==> src/rtl/range_sum_pkg.sv <==
// Shared state encoding and helpers for the range_sum controller and datapath.
// Overflow handling is selected by the RANGE_SUM_OVF_EN macro.
package range_sum_pkg;

    localparam logic [1:0] ST_IDLE  = 2'd0;
    localparam logic [1:0] ST_LOAD  = 2'd1;
    localparam logic [1:0] ST_ACCUM = 2'd2;
    localparam logic [1:0] ST_DONE  = 2'd3;

    typedef enum logic [1:0] {
        IDLE  = ST_IDLE,
        LOAD  = ST_LOAD,
        ACCUM = ST_ACCUM,
        DONE  = ST_DONE
    } state_e;

    // Adder width wide enough that neither the sum nor the counter operand can drop a carry.
    function automatic int sum_width(input int w, input int cw);
        return ((w > cw + 1) ? w : cw + 1) + 1;
    endfunction

endpackage

==> src/rtl/range_sum_datapath.sv <==
// Counter, sum register, term comparator and adder for range_sum.
// RANGE_SUM_OVF_EN adds a carry-detecting adder, a sticky overflow flag and result saturation.
module range_sum_datapath
    import range_sum_pkg::*;
#(
    parameter int W  = 32,
    parameter int CW = 16
) (
    input  logic          i_clk,
    input  logic          i_rst,
    input  logic          i_ld,
    input  logic          i_en,
    input  logic [CW-1:0] i_lo,
    input  logic [CW-1:0] i_hi,
    input  logic [CW-1:0] i_step,
    output logic          o_term_gt_hi,
    output logic [W-1:0]  o_result,
    output logic          o_overflow
);

    // One extra bit so counter+step can never wrap back below hi.
    logic [CW:0]  r_counter;
    logic [W-1:0] r_sum;
    logic [W-1:0] w_sum_next;
    logic         w_term_gt_hi;

    assign w_term_gt_hi = (r_counter > {1'b0, i_hi});
    assign o_term_gt_hi = w_term_gt_hi;

`ifdef RANGE_SUM_OVF_EN
    localparam int SW = sum_width(W, CW);

    logic [SW-1:0] w_add;
    logic          w_carry;
    logic          r_ovf;

    assign w_add      = SW'(r_sum) + SW'(r_counter);
    assign w_carry    = |w_add[SW-1:W];
    assign w_sum_next = w_add[W-1:0];
    assign o_result   = r_ovf ? '1 : r_sum;
    assign o_overflow = r_ovf;
`else
    assign w_sum_next = r_sum + W'(r_counter);
    assign o_result   = r_sum;
    assign o_overflow = 1'b0;
`endif

    always_ff @(posedge i_clk) begin
        if (i_rst) begin
            r_counter <= '0;
            r_sum     <= '0;
`ifdef RANGE_SUM_OVF_EN
            r_ovf     <= 1'b0;
`endif
        end else if (i_ld) begin
            r_counter <= {1'b0, i_lo};
            r_sum     <= '0;
`ifdef RANGE_SUM_OVF_EN
            r_ovf     <= 1'b0;
`endif
        end else if (i_en && !w_term_gt_hi) begin
            r_sum     <= w_sum_next;
            r_counter <= r_counter + {1'b0, i_step};
`ifdef RANGE_SUM_OVF_EN
            if (w_carry) begin
                r_ovf <= 1'b1;
            end
`endif
        end
    end

endmodule

==> src/rtl/range_sum.sv <==
// Arithmetic-series summation controller: sums lo, lo+step, ... up to hi.
// Build with RANGE_SUM_OVF_EN for overflow detection and saturation; default wraps.
//
// state | meaning
// IDLE  | post-reset, waiting for start, result shows 0
// LOAD  | operands captured, datapath loads counter=lo and clears sum
// ACCUM | adds one term per cycle until the counter passes hi
// DONE  | result valid, finish high; start here restarts immediately
module range_sum
    import range_sum_pkg::*;
#(
    parameter int W  = 32,
    parameter int CW = 16
) (
    input  logic          i_clk,
    input  logic          i_rst,
    input  logic          i_start,
    input  logic [CW-1:0] i_lo,
    input  logic [CW-1:0] i_hi,
    input  logic [CW-1:0] i_step,
    output logic [W-1:0]  o_result,
    output logic          o_finish,
    output logic          o_busy,
    output logic          o_overflow
);

    state_e        r_state;
    logic [CW-1:0] r_lo;
    logic [CW-1:0] r_hi;
    logic [CW-1:0] r_step;
    logic          r_finish;
    logic          r_busy;

    logic          w_ld;
    logic          w_en;
    logic          w_term_gt_hi;

    assign w_ld = (r_state == LOAD);
    assign w_en = (r_state == ACCUM);

    always_ff @(posedge i_clk) begin
        if (i_rst) begin
            r_state  <= IDLE;
            r_lo     <= '0;
            r_hi     <= '0;
            r_step   <= '0;
            r_finish <= 1'b0;
            r_busy   <= 1'b0;
        end else begin
            case (r_state)
                IDLE, DONE: begin
                    if (i_start) begin
                        r_lo     <= i_lo;
                        r_hi     <= i_hi;
                        // A zero step would never terminate; treat it as one.
                        r_step   <= (i_step == '0) ? CW'(1) : i_step;
                        r_state  <= LOAD;
                        r_finish <= 1'b0;
                        r_busy   <= 1'b1;
                    end
                end
                LOAD: begin
                    r_state <= ACCUM;
                end
                ACCUM: begin
                    if (w_term_gt_hi) begin
                        r_state  <= DONE;
                        r_finish <= 1'b1;
                        r_busy   <= 1'b0;
                    end
                end
                default: begin
                    r_state <= IDLE;
                end
            endcase
        end
    end

    range_sum_datapath #(
        .W  (W),
        .CW (CW)
    ) u_datapath (
        .i_clk        (i_clk),
        .i_rst        (i_rst),
        .i_ld         (w_ld),
        .i_en         (w_en),
        .i_lo         (r_lo),
        .i_hi         (r_hi),
        .i_step       (r_step),
        .o_term_gt_hi (w_term_gt_hi),
        .o_result     (o_result),
        .o_overflow   (o_overflow)
    );

    assign o_finish = r_finish;
    assign o_busy   = r_busy;

endmodule

==> config.mk <==
export PLATFORM = sky130hd
export DESIGN_NAME = range_sum
export DESIGN_NICKNAME = d
export VERILOG_FILES = /design/src/rtl/range_sum_pkg.sv /design/src/rtl/range_sum_datapath.sv /design/src/rtl/range_sum.sv
export SDC_FILE = /design/constraint.sdc
export NUM_CORES = 1
export LEC_CHECK = 0
export ABC_AREA = 1
export CELL_PAD_IN_SITES_DETAIL_PLACEMENT = 0
export CELL_PAD_IN_SITES_GLOBAL_PLACEMENT = 2
export CORE_MARGIN = 4
export CORE_UTILIZATION = 32
export DETAILED_ROUTE_END_ITERATION = 10
export HOLD_SLACK_MARGIN = 0.05
export PLACE_DENSITY = 0.9
export SLEW_MARGIN = 20
export SYNTH_ARGS = -nofsm -noshare
export SYNTH_HDL_FRONTEND = slang
export SYNTH_HIERARCHICAL = 1
export SYNTH_SLANG_ARGS = --single-unit
==> constraint.sdc <==
create_clock -name i_clk -period 2.7 [get_ports i_clk]
set_input_delay 0.54 -clock i_clk [delete_from_list [all_inputs] [get_ports i_clk]]
set_output_delay 0.54 -clock i_clk [all_outputs]
set_load 0.01 [all_outputs]
==> results.md, run 1 <==
* Total number of vias at 6696
* Die area at 0.02392 sq mm
* Worst Hold Class: register to register
* CTS tree: built
* Worst skew pair latency at 0.36 ns
* CTS sink cnt at 101
* I/O pins at 86
* Met3 usage at 2.994%
* RSZ-0062 raised after global routing: no
* DRT antenna net count at 0
* Crit-path slowest cell: dfxtp_1
* Root Driver: clkbuf_16
* Final cell utilization of the core at 39.12%
* Cts repair resizes at 0
* PortBufs at 84
* H-tree Lvls at 3
* Distinct cells, synth at 35
* Drt total wl at 20.51 mm
* Final Max Tran Viols at 0
* Ant. Diodes at 0
* GR Layer Usage met2 at 26.83%
* WP data required at 2.95 ns
* Die Y at 154.7 um
* Synth Cell Area at 0.006884 sq mm
* Hold Buf Count CTS at 0
* Crit share post-route at 81.18%
* Worst Setup Start Kind: register
* FP Rows at 53
* Fillers at 2358
* Critical path class: register to register
* Critical Path Most Common Cell: nand2_1
* Routed vias/inst at 4.561
* First-pass GRT wire length at 32.97 mm
* FFs w/ async S/R, synth at 0%
* CP Capture Type: register
* RePlAce Congestion at 0.8700
* DRC errors left at 0
* Drt first pass iters at 5
* Synthesized flop and latch total at 101
* Lkg Pwr at 4.007 nW
* Die Wd at 154.7 um
* MaxCap Viol Count at 0
* Outcome: completed
* Routed len/inst at 13.97 um
* GR Util met1 at 24.77%
* Fmax at 456.2 MHz
* Yosys top cell by area: dfxtp_1
* CTS Buf Count at 9
* Cells after Synth at 1116
* Post-synth EDFFs at 0
* Synth top area share at 29.37%
* Rel. slew slack at 62.96%
* Post-route clock skew at 0.01006 ns
* Register area share after synthesis at 29.37%
* Iter 0 DRT Violations at 408
* Initial Utilization at 32.65%
* Gr ovfl total at 0
* Final hold vios at 0
* Pwr/cell area at 828.1 mW/mm^2
* Cell Chain, Critical Path: ha_1, nand2_1, nand2_1, a21oi_1, nand2_1, nor2_1, nand2_1, nand2_2, nand2_4, buf_4, nor3b_1, nor2_1
* CORE AREA at 0.02109 sq mm
* Clock Path Buffers at 2
* Fin cells at 1468
* Syn Nets at 1221
* FF-to-FF setup slack at 0.51 ns
* Placed cell count at 1452
* Peak VDD IR at 0.0004613 V
* Worst-path clk slew at 0.08 ns
* HPWL Detailed at 16.48 mm
* Worst Tran Pin Value at 0.5548 ns
* Worst Path Arrival at 2.44 ns
* Final setup violation count at 0
* Post-CTS setup buffers at 0
* Worst stage delay on the critical path at 0.51 ns
* WHS at 0.4453 ns
* Crit path max fanout at 23
* Initial antenna violation count at 0
* Syn avg cell area at 6.169 sq um
* Share of cells above drive strength 1 at 3.437%
* Top post-synthesis cells by area: dfxtp_1, nand2_1, ha_1, nor2_1, inv_1
* Period minus WS final at 2.192 ns
* Nets at 1293
* P&R area growth vs syn at 19.83%
* Pin count of the biggest net entering global routing at 41
* Yosys warning count at 6
* Most used DFF post-synth: dfxtp_1
* Global route hottest layer: met2
* All-Layer GR Usage at 17.22%
* Number of global-route vias before repair at 6357
* TNS Setup at 0 ns
## final timing paths
| kind | startpoint | to | cells after the start |
|---|---|---|---|
| setup / recovery | u_datapath/r_counter[14] | u_datapath/o_result[17] | 12 |
| hold / removal | o_busy | o_busy | 2 |
| setup reg to reg | u_datapath/r_counter[14] | u_datapath/o_result[17] | 12 |
| hold reg to reg | o_busy | o_busy | 2 |
## state kept, by name, summed over array words and instances (netlist names)
register and flops:
o_busy 1, r_state 2, u_datapath/o_result 32, o_finish 1, u_datapath/r_counter 17, r_lo 16
r_step 16, r_hi 16
## Yosys cell counts (2+ instances only)
cell type / instances
nand2_1: 370
dfxtp_1: 101
and2_1: 2
buf_4: 8
o21ai_0: 51
buf_2: 5
nand3_1: 53
nand3b_1: 6
xor2_1: 14
nand4_1: 9
nand2_4: 2
inv_1: 144
xnor2_1: 7
clkbuf_1: 12
buf_6: 7
o21ai_1: 6
nand2_2: 2
o21bai_1: 5
a21oi_1: 73
ha_1: 52
or2_2: 5
inv_2: 2
fa_1: 2
nor2_1: 159
nor3_1: 9
## final cells by class
cell class,count,area (sq um),area share (%)
clock buffer,9,225.2,2.730
inverter,148,563.0,6.825
tap,275,344.1,4.171
sequential,101,2022,24.51
clock inverter,7,80.08,0.9707
timing repair buffer,94,928.4,11.25
multi-input combinational,834,4086,49.54
## placed cells by master (no fill, tap or decap), drive strengths merged
cell / count
nand2: 374
nor2: 160
inv: 150
dfxtp: 101
clkdlybuf4s50: 84
a21oi: 73
o21ai: 57
nand3: 53
ha: 52
xor2: 14
buf: 10
nor3: 10
clkbuf: 9
nand4: 9
xnor2: 7
nand3b: 6
or2: 6
o21bai: 5
clkinv: 3
and2: 2
fa: 2
clkinvlp: 1
bufinv: 1
o22ai: 1
nor3b: 1
a21o: 1
conb: 1
## worst max-delay path, delay by kind of cell, from the launching register on
family	cells	cell delay, ns
AOI/OAI and AO/OA	1	0.14
and+or+nand+nor	9	0.84
buffers and inverters	1	0.27
DFF	1	0.51
adders and majority gates	1	0.30
## cells by family after synthesis
| logic type | Yosys count | share of synthesized area, % |
|---|---|---|
| AO/OA/AOI/OAI | 137 | 10.20 |
| adder cells (fa/ha/maj) | 54 | 10.03 |
| XOR/XNOR | 21 | 2.672 |
| AND/OR/NAND/NOR | 621 | 36.40 |
| other | 1 | 0.05447 |
| buffers and inverters | 181 | 11.27 |
| flip-flops | 101 | 29.37 |
## routing by layer
metal | routed length [um] | vias up
li1 | - | 3622
met1 | 10500 | 2913
met2 | 8837 | 140
met3 | 865 | 21
met4 | 306 | 0
met5 | 0 | -
## power by group
group          internal (W)  total, W  leakage [nW]  switching [W]
combinational       0.00120   0.00322          3.03        0.00202
clock              0.000734   0.00138         0.148       0.000649
sequential          0.00187   0.00223         0.826       0.000364
total               0.00380   0.00683          4.01        0.00303
## per-stage QoR
stage	setup WS (ns)	power (W)	cell area, sq um
after floorplan	0.8795	0.004567	6884
after global routing	0.2860	0.007454	8249
final	0.5081	0.006831	8249
after global placement	0.5095	0.005493	7944
after detailed placement	0.4923	0.005512	7944
after CTS	0.4728	0.006906	8249
Note: power is estimated with default switching activity, not from simulation.
==> inputs of run 2 (changes only) <==
Settings changed: CORE_UTILIZATION 32 to 30, PLACE_DENSITY 0.9 to 0.86.
Clock period 2.7 ns to 2.15 ns, I/O delays scaled along.
==> run 2 against run 1 <==
  * Setup slack worse by 0.39 ns
  * Maximum frequency is 7.9% higher
  * Worst hold slack better by 0.0021 ns
  * Via count is 2.6% higher
  * Clock power is 21% higher
  * Highest routed layer unchanged
  * Final cell count is 2.2% higher
==> results.md, run 2 (same netlist as run 1, synthesis figures left out) <==
* Post-place setup slack at 0.02994 ns
* Worst skew pair latency at 0.36 ns
* CP Capture Type: register
* I/O pins at 86
* Root Driver: clkbuf_16
* CTS tree: built
* Worst-path clk slew at 0.08 ns
* Worst Setup Start Kind: register
* Die Wd at 159.5 um
* Iter 0 DRT Violations at 277
* First-pass GRT wire length at 33.89 mm
* WHS at 0.4473 ns
* Clock Path Buffers at 2
* Die area at 0.02543 sq mm
* Total number of vias at 6873
* Hold-critical path depth at 2
* MaxCap Viol Count at 0
* Post-route clock skew at 0.01459 ns
* Routed vias/inst at 4.579
* Worst Tran Pin Value at 0.5726 ns
* Peak VDD IR at 0.0004899 V
* Worst Path Arrival at 2.33 ns
* RePlAce Congestion at 0.8382
* Lkg Pwr at 4.173 nW
* Hold Buf Count CTS at 0
* Fin worst setup slack at 0.1181 ns
* P&R area growth vs syn at 27.97%
* HPWL Detailed at 16.78 mm
* Drt total wl at 21.62 mm
* Outcome: completed
* Cell Chain, Critical Path: buf_4, ha_1, nand2_1, inv_1, a21oi_1, nand2_2, nand2_1, nand2_2, a21oi_1, nor2_1, nand2_1, nand2_1, nor2_1
* CTS sink cnt at 101
* Clock power share at 17.6%
* RSZ-0062 raised after global routing: yes
* Worst Hold End: o_busy
* Nets at 1316
* Hold wc startpoint: o_busy
* FF-to-FF setup slack at 0.12 ns
* Register share of total power at 29.7%
* Crit share post-route at 94.51%
* Fin cells at 1501
* Worst Hold Class: register to register
* Final hold vios at 0
* PortBufs at 84
* Routed len/inst at 14.40 um
* Crit path max fanout at 4
* Die Y at 159.5 um
* Combinational power share at 52.6%
* Most frequent cells in the layout: nand2_1, nor2_1, inv_1
* Net switching power at 0.004236 W
* Design area at 0.008810 sq mm
* Critical Path Most Common Cell: nand2_1
* Placed instance area at 0.008049 sq mm
* Fmax at 492.2 MHz
* DRC errors left at 0
* Final setup violation count at 0
* Switching Share at 44.69%
* Pwr/cell area at 1076 mW/mm^2
* Fillers at 2489
* Drt first pass iters at 5
* Share of cells above drive strength 1 at 10.20%
* All-Layer GR Usage at 16.49%
* WP data required at 2.45 ns
* H-tree Lvls at 3
* Number of flip-flops in the largest register at 32
* R2R cell count at 13
* Ant. Diodes at 0
* CTS Buf Count at 9
* Gr ovfl total at 0
* Final Max Tran Viols at 0
* Number of global-route vias before repair at 6454
* CORE AREA at 0.02264 sq mm
* Pin count of the biggest net entering global routing at 36
* FP Rows at 55
* Critical path class: register to register
* Most common cell after layout, fill and taps aside: nand2_1
* Rel. slew slack at 61.77%
* Initial antenna violation count at 0
* Placed cell count at 1476
* Period minus WS final at 2.032 ns
* Worst stage delay on the critical path at 0.33 ns
* Internal at 0.005244 W
* Worst R2R End: u_datapath/o_result[23]
* Crit-path slowest cell: dfxtp_2
* Total Power at 0.009481 W
* Initial Utilization at 30.41%
* DRT antenna net count at 0
* Worst reg2reg startpoint: u_datapath/r_counter[6]
==> run 2: cell types whose count changed in the layout (fill, tap and decap cells not counted), sizes merged <==
cell,previous run,this run
buf,10,26
bufinv,1,0
clkbuf,9,14
clkinv,3,1
clkinvlp,1,0
inv,150,153
nand2,374,377
==> run 2: final cells by class <==
class                      count  area, sq um  area share [%]
inverter                     148        568.0           6.448
timing repair buffer         114         1177           13.36
tap                          285        356.6           4.048
sequential                   101         2049           23.26
multi-input combinational    837         4369           49.60
clock buffer                  10        229.0           2.599
clock inverter                 6        60.06          0.6817
==> run 2: power groups by stage <==
| stage | registers [W] | logic (W) | clock network, W |
|---|---|---|---|
| floorplan | 0.00269 | 0.00305 | 0 |
| global placement | 0.00282 | 0.00419 | 0 |
| detailed placement | 0.00283 | 0.00419 | 0 |
| CTS | 0.00279 | 0.00421 | 0.00174 |
| global route | 0.00289 | 0.00561 | 0.00181 |
| finish | 0.00282 | 0.00499 | 0.00167 |
==> run 2: how the worst max path moves through the flow <==
stage	to	slack [ns]	from
finish	u_datapath/o_result[23]	0.12	u_datapath/r_counter[6]
global route	u_datapath/o_result[23]	-0.01	u_datapath/r_counter[6]
CTS	u_datapath/r_counter[16]	0.01	u_datapath/r_counter[12]
detailed placement	u_datapath/r_counter[16]	0.03	u_datapath/r_counter[12]
global placement	u_datapath/r_counter[16]	0.06	u_datapath/r_counter[12]
floorplan	u_datapath/o_result[16]	0.33	u_datapath/o_result[0]
==> run 2: repair_timing <==
action                     in CTS  in global routing
buffers inserted                0                  2
gates resized for setup         0                 81
setup endpoints to repair       0                 52
hold endpoints to repair        0                  0
==> run 2: routing by layer <==
metal  vias up  track usage (%)  share of wire [%]
met5         -                0                  0
met4         0            3.590                1.4
met3        18            2.511                3.4
met2       110            27.19                 45
met1      3076            22.86                 50
li1       3669                -                  -
==> run 2: per-stage QoR <==
| step | util (%) | setup TNS (ns) |
|---|---|---|
| after global placement | 35.55 | 0 |
| after floorplan | - | 0 |
| final | 38.91 | 0 |
| after global routing | 38.91 | -0.02526 |
| after detailed placement | 35.55 | 0 |
| after CTS | 36.83 | 0 |
==> run 2: worst max-delay path, delay by kind of cell, from the launching register on <==
kind,cells,cell delay (ns)
AND/OR/NAND/NOR,8,0.73
buffers and inverters,2,0.19
adder cells (fa/ha/maj),1,0.33
flip-flops,1,0.33
AO/OA/AOI/OAI,2,0.40
